$ cat config.mk
export PLATFORM = sky130hd
export DESIGN_NAME = rd_fsm
export DESIGN_NICKNAME = d
export VERILOG_FILES = /design/src/rtl/axi_lite_pkg.sv /design/src/rtl/rd_fsm.sv
export SDC_FILE = /design/constraint.sdc
export NUM_CORES = 1
export LEC_CHECK = 0
export CAP_MARGIN = 15
export CORE_MARGIN = 1
export CORE_UTILIZATION = 46
export DETAILED_ROUTE_END_ITERATION = 10
export GPL_TIMING_DRIVEN = 0
export HOLD_SLACK_MARGIN = 0.12
export PLACE_DENSITY = 0.83
export SETUP_SLACK_MARGIN = 0.15
export SYNTH_ARGS = -nofsm -noshare
export SYNTH_HDL_FRONTEND = slang
export SYNTH_SLANG_ARGS = --single-unit
export TNS_END_PERCENT = 1
$ cat constraint.sdc
create_clock -name CLK -period 1.7 [get_ports CLK]
set_input_delay 0.34 -clock CLK [delete_from_list [all_inputs] [get_ports CLK]]
set_output_delay 0.34 -clock CLK [all_outputs]
set_load 0.05 [all_outputs]
$ cat src/rtl/axi_lite_pkg.sv
// -----------------------------------------------------------------------------
// axi_lite_pkg
// Shared types for the AXI-Lite slave channel FSMs.
//   resp_t     : AXI read/write response codes, shared by rd_fsm and wr_fsm.
//   rd_state_t : state encoding of the read-channel FSM (rd_fsm).
// No ports (package).
// -----------------------------------------------------------------------------
package axi_lite_pkg;

  typedef enum logic [1:0] {
    OKAY   = 2'b00,
    SLVERR = 2'b10
  } resp_t;

  typedef enum logic [1:0] {
    IDLE         = 2'b00,
    MEM_WAIT     = 2'b01,
    DATA_CAPTURE = 2'b10,
    RESPONSE     = 2'b11
  } rd_state_t;

endpackage

$ cat src/rtl/rd_fsm.sv
// -----------------------------------------------------------------------------
// rd_fsm
// AXI-Lite read-channel slave in front of a synchronous-read memory.
// One read is outstanding at a time: AR handshake -> one-cycle rd_en strobe ->
// memory word captured -> R beat held until the master accepts it.
// Out-of-range addresses never strobe the memory and answer SLVERR with zero data.
//
// Ports
//   CLK      in   clock, all logic on the rising edge
//   RSTn     in   synchronous active-low reset
//   ARADDR   in   read word address            [ADDR_WIDTH]
//   ARVALID  in   read address valid
//   ARREADY  out  read address ready           (registered)
//   RDATA    out  read data                    [DATA_WIDTH] (registered)
//   RRESP    out  read response OKAY/SLVERR    [2] (registered)
//   RVALID   out  read data valid              (registered)
//   RREADY   in   master ready for read data
//   rd_en    out  memory read strobe           (registered)
//   rd_addr  out  memory read address          [ADDR_WIDTH] (registered)
//   rd_data  in   memory read data, valid the cycle after the rd_en cycle
// -----------------------------------------------------------------------------
module rd_fsm
  import axi_lite_pkg::*;
#(
  parameter int ADDR_WIDTH = 6,
  parameter int DATA_WIDTH = 32,
  parameter int MEM_DEPTH  = 2**ADDR_WIDTH
) (
  input  logic                  CLK,
  input  logic                  RSTn,
  input  logic [ADDR_WIDTH-1:0] ARADDR,
  input  logic                  ARVALID,
  output logic                  ARREADY,
  output logic [DATA_WIDTH-1:0] RDATA,
  output logic [1:0]            RRESP,
  output logic                  RVALID,
  input  logic                  RREADY,
  output logic                  rd_en,
  output logic [ADDR_WIDTH-1:0] rd_addr,
  input  logic [DATA_WIDTH-1:0] rd_data
);

  // One extra bit so that MEM_DEPTH == 2**ADDR_WIDTH is representable.
  localparam logic [ADDR_WIDTH:0] DEPTH_LIMIT = MEM_DEPTH[ADDR_WIDTH:0];

  rd_state_t             state_r;
  logic                  err_r;       // current read targets an illegal address
  logic [DATA_WIDTH-1:0] cap_data_r;  // memory word captured while it is valid
  resp_t                 cap_resp_r;

  logic ar_hs_s;
  logic addr_ok_s;

  assign ar_hs_s   = ARVALID & ARREADY;
  assign addr_ok_s = ({1'b0, ARADDR} < DEPTH_LIMIT);

  // Read-channel FSM and its registered outputs.
  always_ff @(posedge CLK) begin
    if (!RSTn) begin
      state_r    <= IDLE;
      ARREADY    <= 1'b1;
      RVALID     <= 1'b0;
      RRESP      <= OKAY;
      RDATA      <= '0;
      rd_en      <= 1'b0;
      rd_addr    <= '0;
      err_r      <= 1'b0;
      cap_data_r <= '0;
      cap_resp_r <= OKAY;
    end else begin
      case (state_r)
        IDLE: begin
          if (ar_hs_s) begin
            ARREADY <= 1'b0;
            state_r <= MEM_WAIT;
            if (addr_ok_s) begin
              rd_addr <= ARADDR;
              rd_en   <= 1'b1;
              err_r   <= 1'b0;
            end else begin
              rd_en   <= 1'b0;
              err_r   <= 1'b1;
            end
          end else begin
            ARREADY <= 1'b1;
          end
        end

        MEM_WAIT: begin
          // Strobe is exactly one cycle wide.
          rd_en   <= 1'b0;
          state_r <= DATA_CAPTURE;
        end

        DATA_CAPTURE: begin
          // rd_data is only guaranteed this cycle, so grab it into a holding
          // register; the R beat is presented from it on the following edge.
          if (err_r) begin
            cap_data_r <= '0;
            cap_resp_r <= SLVERR;
          end else begin
            cap_data_r <= rd_data;
            cap_resp_r <= OKAY;
          end
          state_r <= RESPONSE;
        end

        RESPONSE: begin
          if (!RVALID) begin
            RVALID <= 1'b1;
            RDATA  <= cap_data_r;
            RRESP  <= cap_resp_r;
          end else if (RREADY) begin
            RVALID  <= 1'b0;
            ARREADY <= 1'b1;
            err_r   <= 1'b0;
            state_r <= IDLE;
          end else begin
            // Master not ready: beat stays frozen.
            RVALID <= 1'b1;
          end
        end

        default: begin
          state_r    <= IDLE;
          ARREADY    <= 1'b1;
          RVALID     <= 1'b0;
          RRESP      <= OKAY;
          RDATA      <= '0;
          rd_en      <= 1'b0;
          rd_addr    <= '0;
          err_r      <= 1'b0;
          cap_data_r <= '0;
          cap_resp_r <= OKAY;
        end
      endcase
    end
  end

endmodule

Yosys cells after proc, flatten, opt, wreduce, memory -nomap -nowiden --
Cells that the tools add are included.
Storage, ports and cells: register bits after elaboration 80, bits in writable memories 0, memories 0, word-level logic and storage cells 45, latch bits 0, memory bits (read-only) 0
Operators by class: shift-type cells 0, reduce and logical (&&, ||, !) cells 9, multiply operators 0, muxes and demuxes 18, divide/modulo/power cells 0, order comparisons 0, eq/ne operators 6, bitwise operators 2, add/sub/neg operators 0
Operator list (number):
- two-way mux 32 bit | 1
- two-way mux 1 bit | 9
- two-way mux 2 bit | 4
- one-hot mux 2 bit (4 select lines) | 1
- inequality test 2 bit, second input constant | 3
- one-hot mux 1 bit (2 select lines) | 3
- AND reduction 2 bit | 3
- AND reduction 3 bit | 2
- equality test 2 bit, second input constant | 2
- AND reduction 4 bit | 1
- nonzero test 2 bit | 2
- equality test 2 x 1 -> 1 bit, second input constant | 1
- logical NOT 2 bit | 1
- bitwise AND 1 bit | 1
- NOT 1 bit | 1

Longest topological paths before layout --
Gate-level depths: netlist of run 1.
word-level depth 3, mapped depth 6, mapped depth without buffers 5

Worst setup path before layout of run 1 --
No wires, ideal clock.
path kind flip-flop to flip-flop, from register RVALID, to register RDATA[0], stages on the path, launching flop included 5, arrival time 1.299 ns, clock period less this slack 1.370 ns, library setup time 0.070 ns, setup slack 0.330 ns, data required time 1.630 ns, cell sequence dfxtp_1 -> nand2b_1 -> buf_2 -> nand2_1 -> a21oi_1
Between the ends: cells in the longest elaborated chain, start to end 2
RTL lines:
- start, declared | RTL line rd_fsm.sv:36 | output logic RVALID,
- start signal, assigned | RTL line rd_fsm.sv:62 | RVALID <= 1'b0;
- start signal, assigned | RTL line rd_fsm.sv:110 | RVALID <= 1'b1;
- start signal, assigned | RTL line rd_fsm.sv:114 | RVALID <= 1'b0;
- NOT 1 bit (no source line)
- AND reduction 2 bit (no source line)
- end signal, assigned | RTL line rd_fsm.sv:111 | RDATA <= cap_data_r;
- end, declared | RTL line rd_fsm.sv:34 | output logic [DATA_WIDTH-1:0] RDATA,
No other way between the ends. A chain may end at the register's enable or synchronous reset.

Final worst setup path of run 1 --
from register RDATA[0], to output RDATA[0]
No word-level cell between the ends.

==> results of run 1 <==
==> state kept, by name (all words and copies together), names as in the netlist <==
signal,cells
RDATA,32
cap_data_r,32
rd_addr,6
state_r,2
ARREADY,1
RVALID,1
rd_en,1
==> worst reg2reg max path, cell delays in order (launching register included) <==
cell and delay [ns]:
dfxtp_1 0.34, ha_1 0.28, nand2b_1 0.21, buf_2 0.28, nand2_1 0.08, a21oi_1 0.16
==> synthesized netlist by cell type, types with 2 or more instances <==
library cell	count	area (um^2)
a21oi_1	38	190.2
ha_1	5	62.56
dfxtp_1	75	1501
nand2_1	83	311.6
mux2i_1	34	340.3
o21ai_0	2	10.01
inv_1	2	7.510
buf_6	3	33.78
clkbuf_1	8	30.03
buf_4	6	45.04
buf_2	5	25.02
nor2_1	33	123.9
==> how the worst max path moves through the flow <==
| stage | start | endpoint | slack [ns] | depth (start not counted) |
|---|---|---|---|---|
| after global placement | RVALID | RVALID | 0.13 | 1 |
| after floorplan | RVALID | RDATA[0] | 0.33 | 4 |
| after global routing | RDATA[4] | RDATA[4] | 0.10 | 1 |
| after detailed placement | RVALID | RVALID | 0.12 | 1 |
| final | RDATA[0] | RDATA[0] | 0.16 | 1 |
| after CTS | RDATA[30] | RDATA[30] | 0.15 | 1 |
==> cell families after synthesis <==
| family | Yosys count |
|---|---|
| adders and majority gates | 5 |
| buffers and inverters | 25 |
| other | 1 |
| and+or+nand+nor | 120 |
| muxes | 34 |
| AOI/OAI and AO/OA | 46 |
| DFF | 75 |
==> metal layers <==
metal / share of wire (%) / routed length [um] / vias to the layer above / track usage (%)
met3: 4.9 / 283 / 7 / 6.971
met1: 47 / 2726 / 1010 / 24.05
met2: 47 / 2732 / 58 / 31.97
met5: 0 / 0 / - / 0
met4: 1.5 / 88 / 0 / 6.909
li1: - / - / 1174 / -
==> power groups by stage <==
stage,Clock (uW),Sequential (uW),Combinational (uW)
after floorplan,0,2370,595
after global placement,0,2160,1140
after detailed placement,0,2170,1170
after CTS,1200,2130,1140
after global routing,1290,2160,1240
final,1170,2130,1130
==> per-stage QoR <==
stage / area (um^2) / setup slack (ns) / utilization [%] / instances / total power (uW)
2_1_floorplan: 2763 / 0.3304 / - / 307 / 2968
3_3_place_gp: 3664 / 0.1320 / 64.94 / 460 / 3306
3_5_place_dp: 3664 / 0.1191 / 64.94 / 460 / 3338
4_1_cts: 3812 / 0.1507 / 67.58 / 475 / 4466
5_1_grt: 3814 / 0.1027 / 67.60 / 475 / 4697
6_report: 3814 / 0.1606 / 67.60 / 475 / 4427
==> final cells by class <==
| class | instances | area (um^2) | area share [%] |
|---|---|---|---|
| sequential | 75 | 1501 | 39.37 |
| multi-input combinational | 207 | 1116 | 29.27 |
| timing repair buffer | 81 | 792.0 | 20.77 |
| clock buffer | 11 | 141.4 | 3.707 |
| buffer | 22 | 135.1 | 3.543 |
| tap | 72 | 90.09 | 2.362 |
| clock inverter | 4 | 26.28 | 0.6890 |
| inverter | 3 | 11.26 | 0.2953 |
==> layout by cell type (no fill, tap or decap), drive strengths merged, types with 2 or more instances in the layout <==
cell | Yosys | final
mux2i | 34 | 34
o21ai | 2 | 2
clkbuf | 8 | 19
conb | 1 | 2
a21oi | 38 | 38
dfxtp | 75 | 75
ha | 5 | 5
clkdlybuf4s15 | 0 | 23
buf | 14 | 14
clkinv | 0 | 2
nor2 | 33 | 33
nand2 | 83 | 83
clkdlybuf4s50 | 0 | 40
dlygate4sd2 | 0 | 18
inv | 3 | 4
==> timing repair <==
item | in CTS | in global routing
resized for setup | 67 | 2
hold endpoints to repair | 0 | 0
cloned | 0 | 0
endpoints found under the setup margin | 41 | 49
==> impl_metrics.prom, run 1 <==
# TYPE chip_impl_metric gauge
chip_impl_info{name="status",value="completed"} 1
chip_impl_metric{name="fillerInstances",unit=""} 483
chip_impl_metric{name="cts.sink_count",unit=""} 75
chip_impl_metric{name="power_density",unit="nW/um^2"} 1161
chip_impl_metric{name="antenna_cells_inserted",unit=""} 0
chip_impl_metric{name="syn_inst",unit=""} 306
chip_impl_metric{name="arrival",unit="ns"} 1.20
chip_impl_metric{name="yosys-mux-area-fraction",unit="%"} 12.34
chip_impl_metric{name="final_layout_size_suffix_gt1_share",unit="%"} 8.189
chip_impl_metric{name="placeableCoreArea",unit="um^2"} 5642
chip_impl_metric{name="detailed_place_hpwl",unit="um"} 4280
chip_impl_metric{name="setup-tns-final",unit="ns"} 0
chip_impl_metric{name="num_io_pins",unit=""} 85
chip_impl_metric{name="antenna_violating_nets_post_route",unit=""} 0
chip_impl_info{name="synthFlopType",value="dfxtp_1"} 1
chip_impl_info{name="worst_r2r_startpoint",value="state_r[0]"} 1
chip_impl_metric{name="hold_buffers",unit=""} 0
chip_impl_metric{name="rr_worst_depth",unit=""} 5
chip_impl_info{name="main_combinational_cell_family_by_area_after_synthesis",value="simple AND/OR/NAND/NOR gates"} 1
chip_impl_metric{name="synth_warnings",unit=""} 0
chip_impl_metric{name="flow.area_growth_from_synthesis",unit="%"} 38.23
chip_impl_metric{name="ys_seq_area_share",unit="%"} 54.42
chip_impl_metric{name="drt_iter0_drc",unit=""} 103
chip_impl_info{name="hold_path.class",value="in -> reg"} 1
chip_impl_metric{name="crit_path_max_fanout",unit=""} 2
chip_impl_info{name="clock-root-buffer",value="clkbuf_8"} 1
chip_impl_metric{name="register_to_register_path_setup_slack",unit="ns"} 0.28
chip_impl_info{name="rsz_0062_raised_after_global_routing",value="true"} 1
chip_impl_metric{name="place_congestion",unit=""} 0.7300
chip_impl_metric{name="drv.max_cap_violation_count",unit=""} 0
chip_impl_metric{name="synth.ff_latch_count",unit=""} 75
chip_impl_metric{name="finalWirelength",unit="um"} 5830
chip_impl_info{name="worst_hold_startpoint",value="RSTn"} 1
chip_impl_metric{name="synthesis.area",unit="um^2"} 2759
chip_impl_metric{name="clock_latency_of_the_later_clocked_register_in_the_worst_skew_pair",unit="ns"} 0.33
chip_impl_metric{name="floorplan.die_area",unit="um^2"} 6312
chip_impl_metric{name="numCtsBuffers",unit=""} 9
chip_impl_metric{name="p_leak",unit="uW"} 0.001482
chip_impl_metric{name="synth_simple_gate_area_share",unit="%"} 16.64
chip_impl_metric{name="yosys.area_share.xor_xnor",unit="%"} 0
chip_impl_metric{name="vdd.ir_drop.worst",unit="mV"} 0.8093
chip_impl_metric{name="num-nets-final",unit=""} 446
chip_impl_metric{name="rows",unit=""} 27
chip_impl_info{name="crit_path_kind",value="reg -> out"} 1
chip_impl_metric{name="intPower",unit="uW"} 3020
chip_impl_info{name="tritoncts",value="built"} 1
chip_impl_metric{name="fmaxAchievable",unit="MHz"} 649.6
chip_impl_info{name="end_kind",value="primary output"} 1
chip_impl_metric{name="finalCritPeriodShare",unit="%"} 90.55
chip_impl_metric{name="congestion_overflow_gr",unit=""} 0
chip_impl_metric{name="clock_skew",unit="ns"} 0.009343
chip_impl_metric{name="synth.lib_cells_used.distinct",unit=""} 24
chip_impl_metric{name="power_frac_seq",unit="%"} 48.2
chip_impl_metric{name="power.clock.fraction",unit="%"} 26.4
chip_impl_metric{name="slowest_delay",unit="ns"} 0.51
chip_impl_metric{name="async_set_reset_flop_share_out_of_synthesis",unit="%"} 0
chip_impl_metric{name="post_cts_buffers",unit=""} 0
chip_impl_metric{name="min_delay_path_depth",unit=""} 2
chip_impl_metric{name="netSwitchingPower",unit="uW"} 1408
chip_impl_metric{name="time_the_worst_path_needs_with_i_o_delays_and_setup",unit="ns"} 1.539
chip_impl_metric{name="remaining_drc_errors",unit=""} 0
chip_impl_metric{name="relSlewSlack",unit="%"} 65.73
chip_impl_metric{name="grt_first_pass_wirelength",unit="um"} 9390
chip_impl_info{name="reg2reg_to",value="RDATA[1]"} 1
chip_impl_metric{name="vertical_die_dimension",unit="um"} 79.45
chip_impl_metric{name="io_buffers",unit=""} 81
chip_impl_info{name="critical_path.slowest_cell",value="clkdlybuf4s15_1"} 1
chip_impl_info{name="path_delay_family",value="buffers and inverters"} 1
chip_impl_info{name="timing.critical_path.cells",value="clkdlybuf4s15_1"} 1
chip_impl_metric{name="worst-endpoint-required",unit="ns"} 1.36
chip_impl_metric{name="synth_edf_count",unit=""} 0
chip_impl_metric{name="initial_utilization",unit="%"} 48.90
chip_impl_metric{name="timing_worst_slew_pin_value",unit="ns"} 0.5161
chip_impl_metric{name="final-max-slew-violation-count",unit=""} 0
chip_impl_metric{name="grt_pass1_vias",unit=""} 2093
chip_impl_metric{name="detail_route.vias_per_cell",unit=""} 4.735
chip_impl_metric{name="routed_wire_length_per_instance",unit="um"} 12.27
chip_impl_metric{name="vias",unit=""} 2249
chip_impl_metric{name="p_sw_share",unit="%"} 31.80
chip_impl_metric{name="share_comb_of_total_power",unit="%"} 25.4
chip_impl_metric{name="finalHoldViolations",unit=""} 0
chip_impl_metric{name="clk_path_buf_depth",unit=""} 2
chip_impl_info{name="timing.hold.worst_endpoint",value="ARREADY"} 1
chip_impl_metric{name="synth_adder_area_share",unit="%"} 2.268
chip_impl_metric{name="cp_num_buf_inv",unit=""} 1
chip_impl_metric{name="floorplan.die.width",unit="um"} 79.45
chip_impl_metric{name="setup_viol",unit=""} 0
chip_impl_metric{name="final.hold.worst_slack",unit="ns"} 0.2753
chip_impl_metric{name="drt_first_pass_iters",unit=""} 4
chip_impl_metric{name="htree_num_levels",unit=""} 3
chip_impl_metric{name="synth_compound_gate_area_share",unit="%"} 8.934
chip_impl_metric{name="grt_start_max_net_pins",unit=""} 13
chip_impl_metric{name="grt.total_usage",unit="%"} 19.71
chip_impl_info{name="cp-start-kind",value="flip-flop"} 1
chip_impl_metric{name="post_synth.cell_area_avg",unit="um^2"} 9.016
chip_impl_metric{name="clk_pin_slew",unit="ns"} 0.06
chip_impl_metric{name="initial_antenna_violation_count",unit=""} 0
No activity file was read; power rests on OpenSTA's default activity.
==> inputs of run 2 (changes only) <==
Clock period 1.7 ns to 1.42 ns, I/O delays scaled along.
==> impl_metrics.prom, run 2 (synthesis results as in run 1) <==
# TYPE chip_impl_metric gauge
chip_impl_metric{name="time_the_worst_path_needs_with_i_o_delays_and_setup",unit="ns"} 1.362
chip_impl_metric{name="p_leak",unit="uW"} 0.001507
chip_impl_metric{name="relSlewSlack",unit="%"} 66.35
chip_impl_metric{name="cp_num_buf_inv",unit=""} 1
chip_impl_metric{name="drt_first_pass_iters",unit=""} 5
chip_impl_metric{name="clock_skew",unit="ns"} 0.008130
chip_impl_info{name="status",value="completed"} 1
chip_impl_metric{name="drt_iter0_drc",unit=""} 81
chip_impl_metric{name="htree_num_levels",unit=""} 3
chip_impl_info{name="worst_r2r_startpoint",value="state_r[1]"} 1
chip_impl_metric{name="clock_latency_of_the_later_clocked_register_in_the_worst_skew_pair",unit="ns"} 0.35
chip_impl_metric{name="antenna_violating_nets_post_route",unit=""} 0
chip_impl_metric{name="remaining_drc_errors",unit=""} 0
chip_impl_metric{name="num-nets-final",unit=""} 449
chip_impl_metric{name="num_io_pins",unit=""} 85
chip_impl_info{name="crit_path_kind",value="reg -> out"} 1
chip_impl_metric{name="detail_route.vias_per_cell",unit=""} 4.921
chip_impl_metric{name="grt_start_max_net_pins",unit=""} 13
chip_impl_info{name="layout.cells.most_common_list",value="nand2_1, dfxtp_1, clkdlybuf4s50_1, a21oi_1, nor2_1"} 1
chip_impl_metric{name="power_density",unit="nW/um^2"} 1483
chip_impl_metric{name="register_to_register_path_setup_slack",unit="ns"} 0.11
chip_impl_metric{name="placeableCoreArea",unit="um^2"} 5642
chip_impl_metric{name="hold_buffers",unit=""} 0
chip_impl_info{name="rsz_0062_raised_after_global_routing",value="true"} 1
chip_impl_info{name="critical_path.slowest_cell",value="clkdlybuf4s18_2"} 1
chip_impl_metric{name="cts.sink_count",unit=""} 75
chip_impl_info{name="largest_registers",value="RDATA: 32 flops, cap_data_r: 32 flops, rd_addr: 6 flops"} 1
chip_impl_metric{name="vias",unit=""} 2352
chip_impl_info{name="worst_hold_startpoint",value="RSTn"} 1
chip_impl_metric{name="floorplan.die_area",unit="um^2"} 6312
chip_impl_metric{name="finalHoldViolations",unit=""} 0
chip_impl_metric{name="io_buffers",unit=""} 81
chip_impl_info{name="clock-root-buffer",value="clkbuf_8"} 1
chip_impl_metric{name="flow.area_growth_from_synthesis",unit="%"} 42.90
chip_impl_info{name="timing.critical_path.cells",value="clkdlybuf4s18_2"} 1
chip_impl_metric{name="routed_wire_length_per_instance",unit="um"} 13.32
chip_impl_metric{name="vertical_die_dimension",unit="um"} 79.45
chip_impl_metric{name="setup_viol",unit=""} 0
chip_impl_info{name="hold_path.class",value="in -> reg"} 1
chip_impl_metric{name="antenna_cells_inserted",unit=""} 0
chip_impl_metric{name="initial_antenna_violation_count",unit=""} 0
chip_impl_metric{name="grt_first_pass_wirelength",unit="um"} 9811
chip_impl_metric{name="fmaxAchievable",unit="MHz"} 734.2
chip_impl_metric{name="grt.total_usage",unit="%"} 20.57
chip_impl_metric{name="numCtsBuffers",unit=""} 9
chip_impl_metric{name="drv.max_cap_violation_count",unit=""} 0
chip_impl_metric{name="power",unit="uW"} 5848
chip_impl_metric{name="timing_worst_slew_pin_value",unit="ns"} 0.5047
chip_impl_metric{name="place_congestion",unit=""} 0.7510
chip_impl_metric{name="detailed_place_hpwl",unit="um"} 4399
chip_impl_info{name="end_kind",value="primary output"} 1
chip_impl_metric{name="crit_path_max_fanout",unit=""} 2
chip_impl_metric{name="grt_pass1_vias",unit=""} 2084
chip_impl_metric{name="clk_pin_slew",unit="ns"} 0.07
chip_impl_metric{name="layoutNonFillerInstCount",unit=""} 478
chip_impl_metric{name="floorplan.die.width",unit="um"} 79.45
chip_impl_metric{name="finalCritPeriodShare",unit="%"} 95.92
chip_impl_info{name="tritoncts",value="built"} 1
chip_impl_metric{name="initial_utilization",unit="%"} 48.90
chip_impl_info{name="path_delay_family",value="buffers and inverters"} 1
chip_impl_metric{name="congestion_overflow_gr",unit=""} 0
chip_impl_metric{name="vdd.ir_drop.worst",unit="mV"} 0.7096
chip_impl_metric{name="final-max-slew-violation-count",unit=""} 0
chip_impl_info{name="critPathLaunch",value="RDATA[4]"} 1
chip_impl_metric{name="slowest_delay",unit="ns"} 0.38
chip_impl_metric{name="finalWirelength",unit="um"} 6366
chip_impl_metric{name="final_layout_size_suffix_gt1_share",unit="%"} 21.67
chip_impl_metric{name="rows",unit=""} 27
chip_impl_metric{name="worst-endpoint-required",unit="ns"} 1.14
chip_impl_metric{name="arrival",unit="ns"} 1.08
chip_impl_metric{name="number_of_cells_after_detailed_placement",unit=""} 460
chip_impl_info{name="cp-start-kind",value="flip-flop"} 1
chip_impl_info{name="layout_commonest_cell",value="nand2_1"} 1
chip_impl_metric{name="fillerInstances",unit=""} 458
chip_impl_metric{name="clk_path_buf_depth",unit=""} 2
-- run 2: timing repair --
item,4_1_cts,5_1_grt
endpoints found under the setup margin,111,111
cloned,0,2
buffers inserted,0,1
gates resized for setup,149,70
pin swaps,0,1
-- run 2: per-stage QoR --
stage	setup TNS, ns	worst slack, ns	cell area [um^2]	hold WS, ns	util [%]
2_1_floorplan	0	0.07041	2764	0.3869	-
3_3_place_gp	-0.5668	-0.07613	3665	0.4374	64.96
3_5_place_dp	-1.015	-0.1244	3665	0.4436	64.96
4_1_cts	0	0.04881	3904	0.1889	69.19
5_1_grt	0	0.03915	3943	0.2043	69.88
6_report	0	0.05791	3943	0.2045	69.88
-- run 2: layout make-up --
type / count / area (um^2) / area share, %
plain buffers: 22 / 197.7 / 5.014
repair buffers: 84 / 748.2 / 18.98
inverters: 3 / 11.26 / 0.2856
multi-input cells: 207 / 1185 / 30.05
clock buffers: 11 / 151.4 / 3.840
clock inverters: 4 / 48.80 / 1.238
well taps: 72 / 90.09 / 2.285
flip-flops and latches: 75 / 1510 / 38.31
-- run 2: per-layer routing --
metal | vias up | track usage (%) | share of wire (%) | wire length [um]
met5 | - | 0 | 0 | 0
met4 | 0 | 7.091 | 1.5 | 95
li1 | 1186 | - | - | -
met2 | 66 | 34.96 | 51 | 3237
met3 | 13 | 6.629 | 4.7 | 300
met1 | 1087 | 24.21 | 43 | 2733
-- run 2: worst paths after layout --
path | endpoint | cells past startpoint
hold reg to reg | RDATA[15] | 2
setup reg to reg | RDATA[5] | 6
hold / removal | ARREADY | 2
setup / recovery | RDATA[4] | 1
-- run 2: report_power, final --
part           leakage [uW]  total (uW)  switching [uW]  internal, uW
Sequential         0.000609        2590             189          2400
Clock              0.000106        1670             767           898
Combinational      0.000792        1590             864           728
Total               0.00151        5850            1820          4030
==> inputs of run 3 (changes only) <==
Settings changed: CTS_CLUSTER_DIAMETER from default to 150.
==> results of run 3 <==
The final DEF is identical to that of run 2; final timing and power are the same.
